==> config.mk <==
export PLATFORM = sky130hd
export DESIGN_NAME = mips_mc_ctrl
export DESIGN_NICKNAME = d
export VERILOG_FILES = /design/src/rtl/mips_ctrl_pkg.sv /design/src/rtl/mips_mc_maindec.sv /design/src/rtl/mips_mc_ctrl.sv
export SDC_FILE = /design/constraint.sdc
export NUM_CORES = 1
export LEC_CHECK = 0
export CORE_UTILIZATION = 42
export DETAILED_ROUTE_END_ITERATION = 10
export MAX_ROUTING_LAYER = met4
export PLACE_DENSITY = 0.76
export REMOVE_ABC_BUFFERS = 1
export SLEW_MARGIN = 15
export SYNTH_ARGS = -nofsm -noshare
export SYNTH_HDL_FRONTEND = slang
export SYNTH_SLANG_ARGS = --single-unit
==> constraint.sdc <==
create_clock -name clk -period 2 [get_ports clk]
set_clock_uncertainty 0.1 [all_clocks]
set_input_delay 0.4 -clock clk [delete_from_list [all_inputs] [get_ports clk]]
set_output_delay 0.4 -clock clk [all_outputs]
set_load 0.05 [all_outputs]
==> src/rtl/mips_ctrl_pkg.sv <==
// Shared types and encodings for the multicycle MIPS controller.
package mips_ctrl_pkg;

    localparam int unsigned StateBits = 5;

    typedef enum logic [StateBits-1:0] {
        StFetch   = 5'd0,
        StDecode  = 5'd1,
        StMemAdr  = 5'd2,
        StMemRd   = 5'd3,
        StMemWb   = 5'd4,
        StMemWr   = 5'd5,
        StRtypeEx = 5'd6,
        StRtypeWb = 5'd7,
        StBeqEx   = 5'd8,
        StBneEx   = 5'd9,
        StAddiEx  = 5'd10,
        StAndiEx  = 5'd11,
        StOriEx   = 5'd12,
        StSltiEx  = 5'd13,
        StIwb     = 5'd14,
        StJex     = 5'd15,
        StError   = 5'd31
    } state_e;

    // Opcodes
    localparam logic [5:0] OpRtype = 6'b000000;
    localparam logic [5:0] OpLw    = 6'b100011;
    localparam logic [5:0] OpLb    = 6'b100000;
    localparam logic [5:0] OpLbu   = 6'b100100;
    localparam logic [5:0] OpSw    = 6'b101011;
    localparam logic [5:0] OpBeq   = 6'b000100;
    localparam logic [5:0] OpBne   = 6'b000101;
    localparam logic [5:0] OpAddi  = 6'b001000;
    localparam logic [5:0] OpAndi  = 6'b001100;
    localparam logic [5:0] OpOri   = 6'b001101;
    localparam logic [5:0] OpSlti  = 6'b001010;
    localparam logic [5:0] OpJ     = 6'b000010;

    // R-type function fields
    localparam logic [5:0] FnAdd = 6'b100000;
    localparam logic [5:0] FnSub = 6'b100010;
    localparam logic [5:0] FnAnd = 6'b100100;
    localparam logic [5:0] FnOr  = 6'b100101;
    localparam logic [5:0] FnSlt = 6'b101010;

    // ALU operations
    localparam logic [2:0] AluAdd = 3'b010;
    localparam logic [2:0] AluSub = 3'b110;
    localparam logic [2:0] AluAnd = 3'b000;
    localparam logic [2:0] AluOr  = 3'b001;
    localparam logic [2:0] AluSlt = 3'b111;

    // ALU B-operand select
    localparam logic [2:0] SrcbB      = 3'b000;
    localparam logic [2:0] SrcbFour   = 3'b001;
    localparam logic [2:0] SrcbSimm   = 3'b010;
    localparam logic [2:0] SrcbSimmSh = 3'b011;
    localparam logic [2:0] SrcbZimm   = 3'b100;

    // PC source select
    localparam logic [1:0] PcsrcAluRes = 2'b00;
    localparam logic [1:0] PcsrcAluOut = 2'b01;
    localparam logic [1:0] PcsrcJump   = 2'b10;

    // Load extension
    localparam logic [1:0] LbWord  = 2'b00;
    localparam logic [1:0] LbSByte = 2'b01;
    localparam logic [1:0] LbZByte = 2'b10;

    // Unqualified control word; pcwrite/branch/irwrite/memwrite are gated in the top.
    typedef struct packed {
        logic       pcwrite;
        logic       branch;
        logic       bne;
        logic       irwrite;
        logic       memwrite;
        logic       regwrite;
        logic       iord;
        logic       memtoreg;
        logic       regdst;
        logic       alusrca;
        logic [2:0] alusrcb;
        logic [1:0] pcsrc;
        logic [2:0] alucontrol;
        logic [1:0] lb;
        logic       mem_req;
    } ctrl_t;

    function automatic state_e decode_op(input logic [5:0] op);
        case (op)
            OpLw, OpLb, OpLbu, OpSw: return StMemAdr;
            OpRtype:                 return StRtypeEx;
            OpBeq:                   return StBeqEx;
            OpBne:                   return StBneEx;
            OpAddi:                  return StAddiEx;
            OpAndi:                  return StAndiEx;
            OpOri:                   return StOriEx;
            OpSlti:                  return StSltiEx;
            OpJ:                     return StJex;
            default:                 return StError;
        endcase
    endfunction

    function automatic logic funct_legal(input logic [5:0] funct);
        return (funct == FnAdd) || (funct == FnSub) || (funct == FnAnd) ||
               (funct == FnOr)  || (funct == FnSlt);
    endfunction

    function automatic logic [2:0] funct_alu(input logic [5:0] funct);
        case (funct)
            FnSub:   return AluSub;
            FnAnd:   return AluAnd;
            FnOr:    return AluOr;
            FnSlt:   return AluSlt;
            default: return AluAdd;
        endcase
    endfunction

endpackage

==> src/rtl/mips_mc_maindec.sv <==
// Combinational state-to-control-word decode for the multicycle controller.
module mips_mc_maindec
    import mips_ctrl_pkg::*;
(
    input  state_e     state,
    input  logic [5:0] op,
    input  logic [5:0] funct,
    output ctrl_t      ctrl
);

    // Moore decode; op/funct only select ALU function and load extension.
    always_comb begin
        ctrl            = '0;
        ctrl.alusrcb    = SrcbB;
        ctrl.pcsrc      = PcsrcAluRes;
        ctrl.alucontrol = AluAdd;
        ctrl.lb         = LbWord;
        case (state)
            StFetch: begin
                ctrl.mem_req = 1'b1;
                ctrl.irwrite = 1'b1;
                ctrl.pcwrite = 1'b1;
                ctrl.alusrcb = SrcbFour;
            end
            StDecode: ctrl.alusrcb = SrcbSimmSh;
            StMemAdr: begin
                ctrl.alusrca = 1'b1;
                ctrl.alusrcb = SrcbSimm;
            end
            StMemRd: begin
                ctrl.mem_req = 1'b1;
                ctrl.iord    = 1'b1;
            end
            StMemWb: begin
                ctrl.memtoreg = 1'b1;
                ctrl.regwrite = 1'b1;
                if (op == OpLb) begin
                    ctrl.lb = LbSByte;
                end else if (op == OpLbu) begin
                    ctrl.lb = LbZByte;
                end
            end
            StMemWr: begin
                ctrl.mem_req  = 1'b1;
                ctrl.memwrite = 1'b1;
                ctrl.iord     = 1'b1;
            end
            StRtypeEx: begin
                ctrl.alusrca    = 1'b1;
                ctrl.alucontrol = funct_alu(funct);
            end
            StRtypeWb: begin
                ctrl.regdst   = 1'b1;
                ctrl.regwrite = 1'b1;
            end
            StBeqEx, StBneEx: begin
                ctrl.alusrca    = 1'b1;
                ctrl.alucontrol = AluSub;
                ctrl.pcsrc      = PcsrcAluOut;
                ctrl.branch     = 1'b1;
                ctrl.bne        = (state == StBneEx);
            end
            StAddiEx: begin
                ctrl.alusrca = 1'b1;
                ctrl.alusrcb = SrcbSimm;
            end
            StAndiEx: begin
                ctrl.alusrca    = 1'b1;
                ctrl.alusrcb    = SrcbZimm;
                ctrl.alucontrol = AluAnd;
            end
            StOriEx: begin
                ctrl.alusrca    = 1'b1;
                ctrl.alusrcb    = SrcbZimm;
                ctrl.alucontrol = AluOr;
            end
            StSltiEx: begin
                ctrl.alusrca    = 1'b1;
                ctrl.alusrcb    = SrcbSimm;
                ctrl.alucontrol = AluSlt;
            end
            StIwb: ctrl.regwrite = 1'b1;
            StJex: begin
                ctrl.pcsrc   = PcsrcJump;
                ctrl.pcwrite = 1'b1;
            end
            default: ;
        endcase
    end

endmodule

==> src/rtl/mips_mc_ctrl.sv <==
// Multicycle MIPS controller: state register, handshake watchdog, enable qualification.
module mips_mc_ctrl
    import mips_ctrl_pkg::*;
#(
    parameter int unsigned STATE_W    = 5,
    parameter int unsigned WAIT_LIMIT = 15,
    parameter int unsigned CNT_W      = 8
) (
    input  logic               clk,
    input  logic               reset,
    input  logic [5:0]         op,
    input  logic [5:0]         funct,
    input  logic               zero,
    input  logic               mem_ready,
    output logic               pcen,
    output logic               memwrite,
    output logic               irwrite,
    output logic               regwrite,
    output logic               iord,
    output logic               memtoreg,
    output logic               regdst,
    output logic               alusrca,
    output logic [2:0]         alusrcb,
    output logic [1:0]         pcsrc,
    output logic [2:0]         alucontrol,
    output logic [1:0]         lb,
    output logic [STATE_W-1:0] state,
    output logic               mem_req,
    output logic               bus_err
);

    state_e           state_q, state_d;
    logic [CNT_W-1:0] wait_q, wait_d;
    logic             bus_err_q, bus_err_d;
    logic             wait_hit;
    ctrl_t            ctrl;

    mips_mc_maindec u_maindec (
        .state (state_q),
        .op    (op),
        .funct (funct),
        .ctrl  (ctrl)
    );

    // Limit is hit on the cycle that would make the count reach WAIT_LIMIT.
    assign wait_hit = (wait_q == CNT_W'(WAIT_LIMIT - 1));

    // Next-state selection, wait counter and sticky error.
    always_comb begin
        state_d = state_q;
        case (state_q)
            StFetch: begin
                if (mem_ready) begin
                    state_d = StDecode;
                end else if (wait_hit) begin
                    state_d = StError;
                end
            end
            StDecode: state_d = decode_op(op);
            StMemAdr: state_d = (op == OpSw) ? StMemWr : StMemRd;
            StMemRd: begin
                if (mem_ready) begin
                    state_d = StMemWb;
                end else if (wait_hit) begin
                    state_d = StError;
                end
            end
            StMemWr: begin
                if (mem_ready) begin
                    state_d = StFetch;
                end else if (wait_hit) begin
                    state_d = StError;
                end
            end
            StRtypeEx: state_d = funct_legal(funct) ? StRtypeWb : StError;
            StAddiEx, StAndiEx, StOriEx, StSltiEx: state_d = StIwb;
            StMemWb, StRtypeWb, StBeqEx, StBneEx, StIwb, StJex: state_d = StFetch;
            StError: state_d = StError;
            default: state_d = StFetch;
        endcase

        // Non-handshake states and every acknowledge leave the counter at zero.
        wait_d    = (ctrl.mem_req && !mem_ready) ? wait_q + CNT_W'(1) : '0;
        bus_err_d = bus_err_q | (state_d == StError);
    end

    // State, counter and error flag registers; reset overrides everything.
    always_ff @(posedge clk) begin
        if (reset) begin
            state_q   <= StFetch;
            wait_q    <= '0;
            bus_err_q <= 1'b0;
        end else begin
            state_q   <= state_d;
            wait_q    <= wait_d;
            bus_err_q <= bus_err_d;
        end
    end

    // FETCH pcen waits for the acknowledge; branches take the ALU zero flag.
    assign pcen       = (ctrl.pcwrite & (~ctrl.mem_req | mem_ready)) |
                        (ctrl.branch & (zero ^ ctrl.bne));
    assign irwrite    = ctrl.irwrite & mem_ready;
    assign memwrite   = ctrl.memwrite & mem_ready;
    assign regwrite   = ctrl.regwrite;
    assign iord       = ctrl.iord;
    assign memtoreg   = ctrl.memtoreg;
    assign regdst     = ctrl.regdst;
    assign alusrca    = ctrl.alusrca;
    assign alusrcb    = ctrl.alusrcb;
    assign pcsrc      = ctrl.pcsrc;
    assign alucontrol = ctrl.alucontrol;
    assign lb         = ctrl.lb;
    assign mem_req    = ctrl.mem_req;
    assign bus_err    = bus_err_q;
    assign state      = STATE_W'(state_q);

endmodule

==> run metrics, run 1 <==
status did not finish; Failed at 5_1_grt; Error [ERROR DPL-0038] Utilization greater than 100%, impossible to legalize; hold_buf cts 0; Worst EP post-GRT repair bus_err$_SDFF_PP0_/D; Yosys reg bits 14; placed insts about 300; Post-DP HPWL 4043 µm; top cell type's share of synthesized area 0.2121; Syn Area/Cell 6.918 µm²; Cell Area, Synth 0.001321 mm²; cts bufs inserted 3; initial core utilization 0.4593; type of pin the worst path ends at register input; top-count cell post-synth nor2_1; Core Rows 19; die width 58.09 µm; largest area contributor in the netlist dfxtp_1; post-synthesis sequential area ratio 0.2121; top_reg_cell synth dfxtp_1; Post-synth EDFFs 0; most frequent cells after synthesis 30 x nor2_1, 14 x dfxtp_1, 13 x nand2_1; Post-synth ARST share 0; largest net degree at the start of global routing 16; cell count after synthesis roughly 190; Clock Path Buffers 2; clock sinks 14; CTS root buffer clkbuf_4; Port Buffers 40; Ports between 40 and 50; Synth Warn # 0; die height approximately 58 µm; ranking of synthesized cells by area dfxtp_1 21%, nor2_1 8.5%, xor2_1 4.0%, and3_1 3.8%, nand2_1 3.7%; Placer Congestion 0.9229; htree depth 1; Synth cell types 49
-- kinds of logic after synthesis --
| kind of cell | Yosys count | synth area share |
|---|---|---|
| AOI/OAI and AO/OA | 46 | 0.2301 |
| xor gates and xnor gates | 9 | 0.05966 |
| adders and majority gates | 2 | 0.01894 |
| buffers and inverters | 20 | 0.05776 |
| DFF | 14 | 0.2121 |
| muxes | 3 | 0.02367 |
| and+or+nand+nor | 97 | 0.3977 |
-- repair_timing --
item                       CTS
gates resized for setup     87
buffers inserted            11
cloned                       0
pin swaps                   26
setup endpoints to repair   23
-- stage by stage --
stage / setup WS, ns / hold slack [ns] / area (µm²) / setup TNS (ns)
after floorplan: -1.827 / 0.3411 / 1271 / -14.78
after global placement: -0.3114 / 0.3452 / 2307 / -2.002
after detailed placement: -0.3806 / 0.3510 / 2307 / -3.046
after CTS: -0.1607 / 0.3701 / 2711 / -0.7510
==> inputs of run 2 (changes only) <==
Settings changed: CORE_UTILIZATION 42 to 30, MAX_ROUTING_LAYER met4 to unset, PLACE_DENSITY 0.76 to unset, PLACE_DENSITY_LB_ADDON set to 0.15.
Clock period 2 ns to 2.6 ns, I/O delays scaled along.
==> run 2 against run 1 <==
Effect of this change:
- synthesized cell count stayed put
- the flow now finishes without violations
- synthesized area stayed put
==> run metrics, run 2 <==
status complete, no violations; total grt overflow 0; Post-Place Cell Area around 0.002 mm²; switching power total around 1400 µW; PD cells 1246 mW/mm²; Static Leak 0.0008137 µW; Filler cells a little over 400; top-count cell post-synth nor2_1; Synth Warn # 0; Cell Area, Synth 0.001321 mm²; CTS root buffer clkbuf_8; Nets 261; WHS roughly 0.35 ns; pins over their slew limit 0; Core Util, Final 0.5175; ranking of synthesized cells by area dfxtp_1 21%, nor2_1 8.5%, xor2_1 4.0%, and3_1 3.8%, nand2_1 3.7%; initial core utilization 0.3211; die width 68.37 µm; Largest register FFs 8; WP data arrival 1.90 ns; period utilization 0.9711; Gate power share 0.788; Ports between 40 and 50; Hold Crit Depth 1; DRT iter0 DRCs 66; WL per Instance 12.96 µm; worst skew pair latency 0.24 ns; Final Cell Area approximately 0.0021 mm²; cell count after synthesis 191; global-route usage over all layers 0.1757; initial antenna violation count 0; Core ar. 0.004115 mm²; largest register by flop count wait_q; layer carrying the most global-route usage met2; kind of critical path input port to output pin; final hold violation count 0; placed insts 288; Core Rows 23; sw frac 0.5141; Reg power frac 0.133; met2 GRT Util 0.3051; Max stage delay on crit path between 0.3 and 0.4 ns; Post-synth EDFFs 0; R2R depth 7; largest area contributor in the netlist dfxtp_1; Slew headroom 0.6060; top cell type's share of synthesized area 0.2121; Area growth syn-to-layout 61.17%; DR vias/cell approximately 5.3; crit path time final 2.525 ns; antenna fix cells 0; Req. time, crit path 1.98 ns; VDD IR max 0.4480 mV; cts bufs inserted 3; top_reg_cell synth dfxtp_1; worst slew pin tran 0.5901 ns; die height 68.37 µm; clock power share 0.079; Clock Path Buffers 2; clock sinks 14; slowest library cell on the worst path clkdlybuf4s50_1; Worst Path Max Fanout 3; Hold Crit Class flip-flop to flip-flop; Port Buffers 40; crit start category input port; layout cells sized above 1 0.2355; Post-DP HPWL 2971 µm; Synth cell types between 40 and 50; Placer Congestion 0.8145; Yosys reg bits 14; DRC 0; f_max 396.1 MHz; Setup crit end kind output pin; global-route track usage on met3 0.01833; Layout Cells excl Fill 292; Final setup viols 0; DR vias 1558; most frequent cells in the layout 29 x nor2_1, 23 x buf_4, 20 x clkdlybuf4s50_1; Post-synth ARST share 0; Total Wirelength 3783 µm; via count of the first global-routing pass roughly 1500; Syn Area/Cell roughly 6.9 µm²; P_int 1289 µW; CTS tree yes; M1 GR Usage 0.2196; max-cap viol count 0; Die Area around 0.0047 mm²; first-pass GRT wire length around 6400 µm; CP Cell Sequence clkdlybuf4s50_1 > nor2b_2 > and3_4 > nand2_1 > a21oi_1 > or3_4 > buf_12; Final ANT Viol Nets 0; post-synthesis sequential area ratio 0.2121; CTS clk-pin slew, worst paths 0.05 ns; Pre-antenna DRT Iters 5; htree depth 1; most frequent cells after synthesis 30 x nor2_1, 14 x dfxtp_1, 13 x nand2_1; commonest non-fill, non-tap cell in the layout nor2_1; largest net degree at the start of global routing 20; hold_buf cts 0
run 2: cell counts after synthesis:
Identical to the previous run, type by type.
run 2: logic make-up after synthesis:
logic type      after synthesis  synth area share
flops                        14            0.2121
xor+xnor                      9           0.05966
simple gates                 97            0.3977
compound gates               46            0.2301
buf+inv                      20           0.05776
mux                           3           0.02367
fa+ha+maj                     2           0.01894
run 2: final timing paths:
kind / startpoint / to / slack (ns)
min reg2reg: bus_err / bus_err / 0.35
max: funct[5] / alucontrol[1] / 0.08
max reg2reg: wait_q[0] / bus_err / 0.39
min: bus_err / bus_err / 0.35
run 2: metrics by stage:
stage	power, µW	TNS, ns	setup WS [ns]
final	2652	0	0.07522
after CTS	2654	0	0.03627
after global placement	2433	0	0.05772
after floorplan	1506	-4.791	-1.347
after detailed placement	2437	0	0.03322
after global routing	2803	-0.002408	-0.002408
run 2: per-layer routing:
metal / routed length [µm] / vias to the layer above
met5: 0 / -
met3: 174 / 7
met2: 1774 / 43
li1: - / 795
met1: 1772 / 713
met4: 61 / 0
run 2: layout make-up:
cell class                      count  area [µm²]  area share
Tap cell                           50       62.56     0.02938
Multi-Input combinational cell    157       991.0      0.4653
Clock buffer                        4       55.05     0.02585
Inverter                            7       26.28     0.01234
Timing Repair Buffer               60       713.2      0.3349
Sequential cell                    14       281.5      0.1322
run 2: power by group through the flow:
stage	Sequential, µW	Combinational [µW]	Clock (µW)
final	353	2090	210
after global routing	363	2210	228
after CTS	353	2080	218
after detailed placement	357	2080	0
after global placement	355	2080	0
after floorplan	521	985	0
run 2: timing repair:
item | CTS | global route
buffers inserted | 0 | 0
resized for setup | 0 | 7
endpoints found under the setup margin | 0 | 4
endpoints found under the hold margin | 0 | 0
run 2: worst max-delay path: cells and delay by family:
family | cells | cell delay (ns)
and+or+nand+nor | 4 | 0.76
buffers and inverters | 2 | 0.55
AOI/OAI and AO/OA | 1 | 0.08
No activity file was read; power rests on OpenSTA's default activity.
==> inputs of run 3 (changes only) <==
Settings changed: CELL_PAD_IN_SITES_DETAIL_PLACEMENT set to 1, CELL_PAD_IN_SITES_GLOBAL_PLACEMENT set to 1, CORE_MARGIN set to 2.
==> run 3 against run 2 <==
Effect of this change:
- design area shrank 1.4%
- total power grew 0.28%
- clock-buffer cell count is the same
- critical path depth is the same
- clock power is essentially flat
- core utilization shrank 2.9 points
- wire length grew 20%
- first-iteration DRC count grew 23%
- non-clock buffer count shrank 2
- die area grew 5.9%
- combinational power is essentially flat
- final cell count is the same
- largest power group unchanged
==> run metrics, run 3 (same netlist as run 2, synthesis figures left out) <==
status complete, no violations; Clock Path Buffers 2; CTS root buffer clkbuf_8; Worst Path Max Fanout 3; Largest register FFs 8; VDD IR max 0.3987 mV; hold-critical path endpoint bus_err; die height roughly 70 µm; worst r2r dst bus_err; PD cells ~1300 mW/mm²; via count of the first global-routing pass roughly 1600; Core ar. 0.004294 mm²; first-pass GRT wire length about 7500 µm; reg2reg setup slack 0.34 ns; layout cells sized above 1 0.2208; Post-DP HPWL 3688 µm; die width 70.37 µm; Pre-antenna DRT Iters 4; Slew headroom 0.6384; DR vias 1590; DRC 0; WL per Instance 15.55 µm; Die Area 0.004951 mm²; worst skew pair latency 0.24 ns; clock sinks 14; CP delay by family, top buffers and inverters; Final Cell Area between 0.002 and 0.0025 mm²; crit path time final 2.564 ns; f_max 389.9 MHz; Req. time, crit path approximately 2 ns; global-route usage over all layers 0.1799; cts bufs inserted 3; Hold Crit Class flip-flop to flip-flop; Core Rows 24; worst slew pin tran 0.5349 ns; largest register by flop count wait_q; Buf/Inv on CP 2; kind of critical path input port to output pin; Nets 259; Final ANT Viol Nets 0; RR Startpoint wait_q[0]; Port Buffers 40; largest net degree at the start of global routing 19; slowest library cell on the worst path clkdlybuf4s50_1; Placer Congestion 0.8700; total grt overflow 0; Total Wirelength 4542 µm; Worst Setup SP funct[4]; pins over their slew limit 0; R2R depth 7; Area growth syn-to-layout 58.90%; crit start category input port; CTS tree yes; max-cap viol count 0; commonest non-fill, non-tap cell in the layout nor2_1; CP Cell Sequence clkdlybuf4s50_1 > nor2b_4 > and3_4 > nand2_1 > a21oi_1 > or3_4 > buf_12; DR vias/cell 5.445; Setup crit end kind output pin; Final setup viols 0; Hold Crit Depth 1; DRT iter0 DRCs 81; Post-Place Cell Area 0.002022 mm²; period utilization 0.9863; HP Start bus_err; initial core utilization 0.3077; htree depth 1; antenna fix cells 0; Ports 41; WP data arrival between 1.5 and 2 ns; Static Leak 0.0008063 µW; Filler cells 532; CTS clk-pin slew, worst paths 0.06 ns; final hold violation count 0; most frequent cells in the layout 30 x nor2_1, 22 x buf_4, 19 x clkdlybuf4s50_1; Max stage delay on crit path 0.52 ns; hold_buf cts 0; setup_tns 0 ns; initial antenna violation count 0
run 3: power by group:
part / internal, µW / leakage, µW / total (µW) / switching (µW)
Sequential: 264 / 0.000114 / 341 / 77.4
Clock: 134 / 0.0000288 / 209 / 75.5
Combinational: 879 / 0.000663 / 2110 / 1230
run 3: worst register-to-register path: cells and delay by family, from the launching register on:
family                     cells  cell delay [ns]
DFF                            1             0.35
adders and majority gates      1             0.14
buffers and inverters          1             0.07
AOI/OAI and AO/OA              2             0.34
and+or+nand+nor                3             1.21
run 3: cell type report:
cell class	count	area (µm²)	area share
Inverter	7	26.28	0.01251
Timing Repair Buffer	58	684.4	0.3260
Multi-Input combinational cell	157	987.2	0.4702
Sequential cell	14	281.5	0.1341
Tap cell	52	65.06	0.03099
Clock buffer	4	55.05	0.02622
run 3: repair_timing:
item / CTS / global route
pin swaps: 1 / 1
buffers inserted: 0 / 0
resized for setup: 3 / 4
endpoints found under the setup margin: 2 / 5
run 3: worst max-delay path by stage:
stage / endpoint / slack, ns / cells past startpoint
final: alucontrol[1] / 0.04 / 7
after CTS: alucontrol[1] / 0.03 / 7
after floorplan: pcen / -1.35 / 3
after global placement: alucontrol[1] / 0.06 / 6
after detailed placement: alucontrol[1] / -0.03 / 7
after global routing: alucontrol[0] / -0.01 / 7
run 3: metal layers:
metal | GRT usage | up-vias | wire length, µm | part of all wire
li1 | - | 792 | - | -
met1 | 0.2198 | 758 | 2035 | 0.45
met2 | 0.3386 | 33 | 2300 | 0.51
met3 | 0.01154 | 7 | 137 | 0.030
met4 | 0.04274 | 0 | 69 | 0.015
met5 | 0 | - | 0 | 0
run 3: metrics by stage:
step	utilization	worst slack (ns)	hold slack (ns)	std cells	total power, µW
2_1_floorplan	-	-1.347	0.3411	178	1506
3_3_place_gp	0.4709	0.06487	0.3614	288	2431
3_5_place_dp	0.4709	-0.02556	0.3682	288	2454
4_1_cts	0.4851	0.03187	0.3816	292	2671
5_1_grt	0.4889	-0.009646	0.4033	292	2807
6_report	0.4889	0.03554	0.3741	292	2660
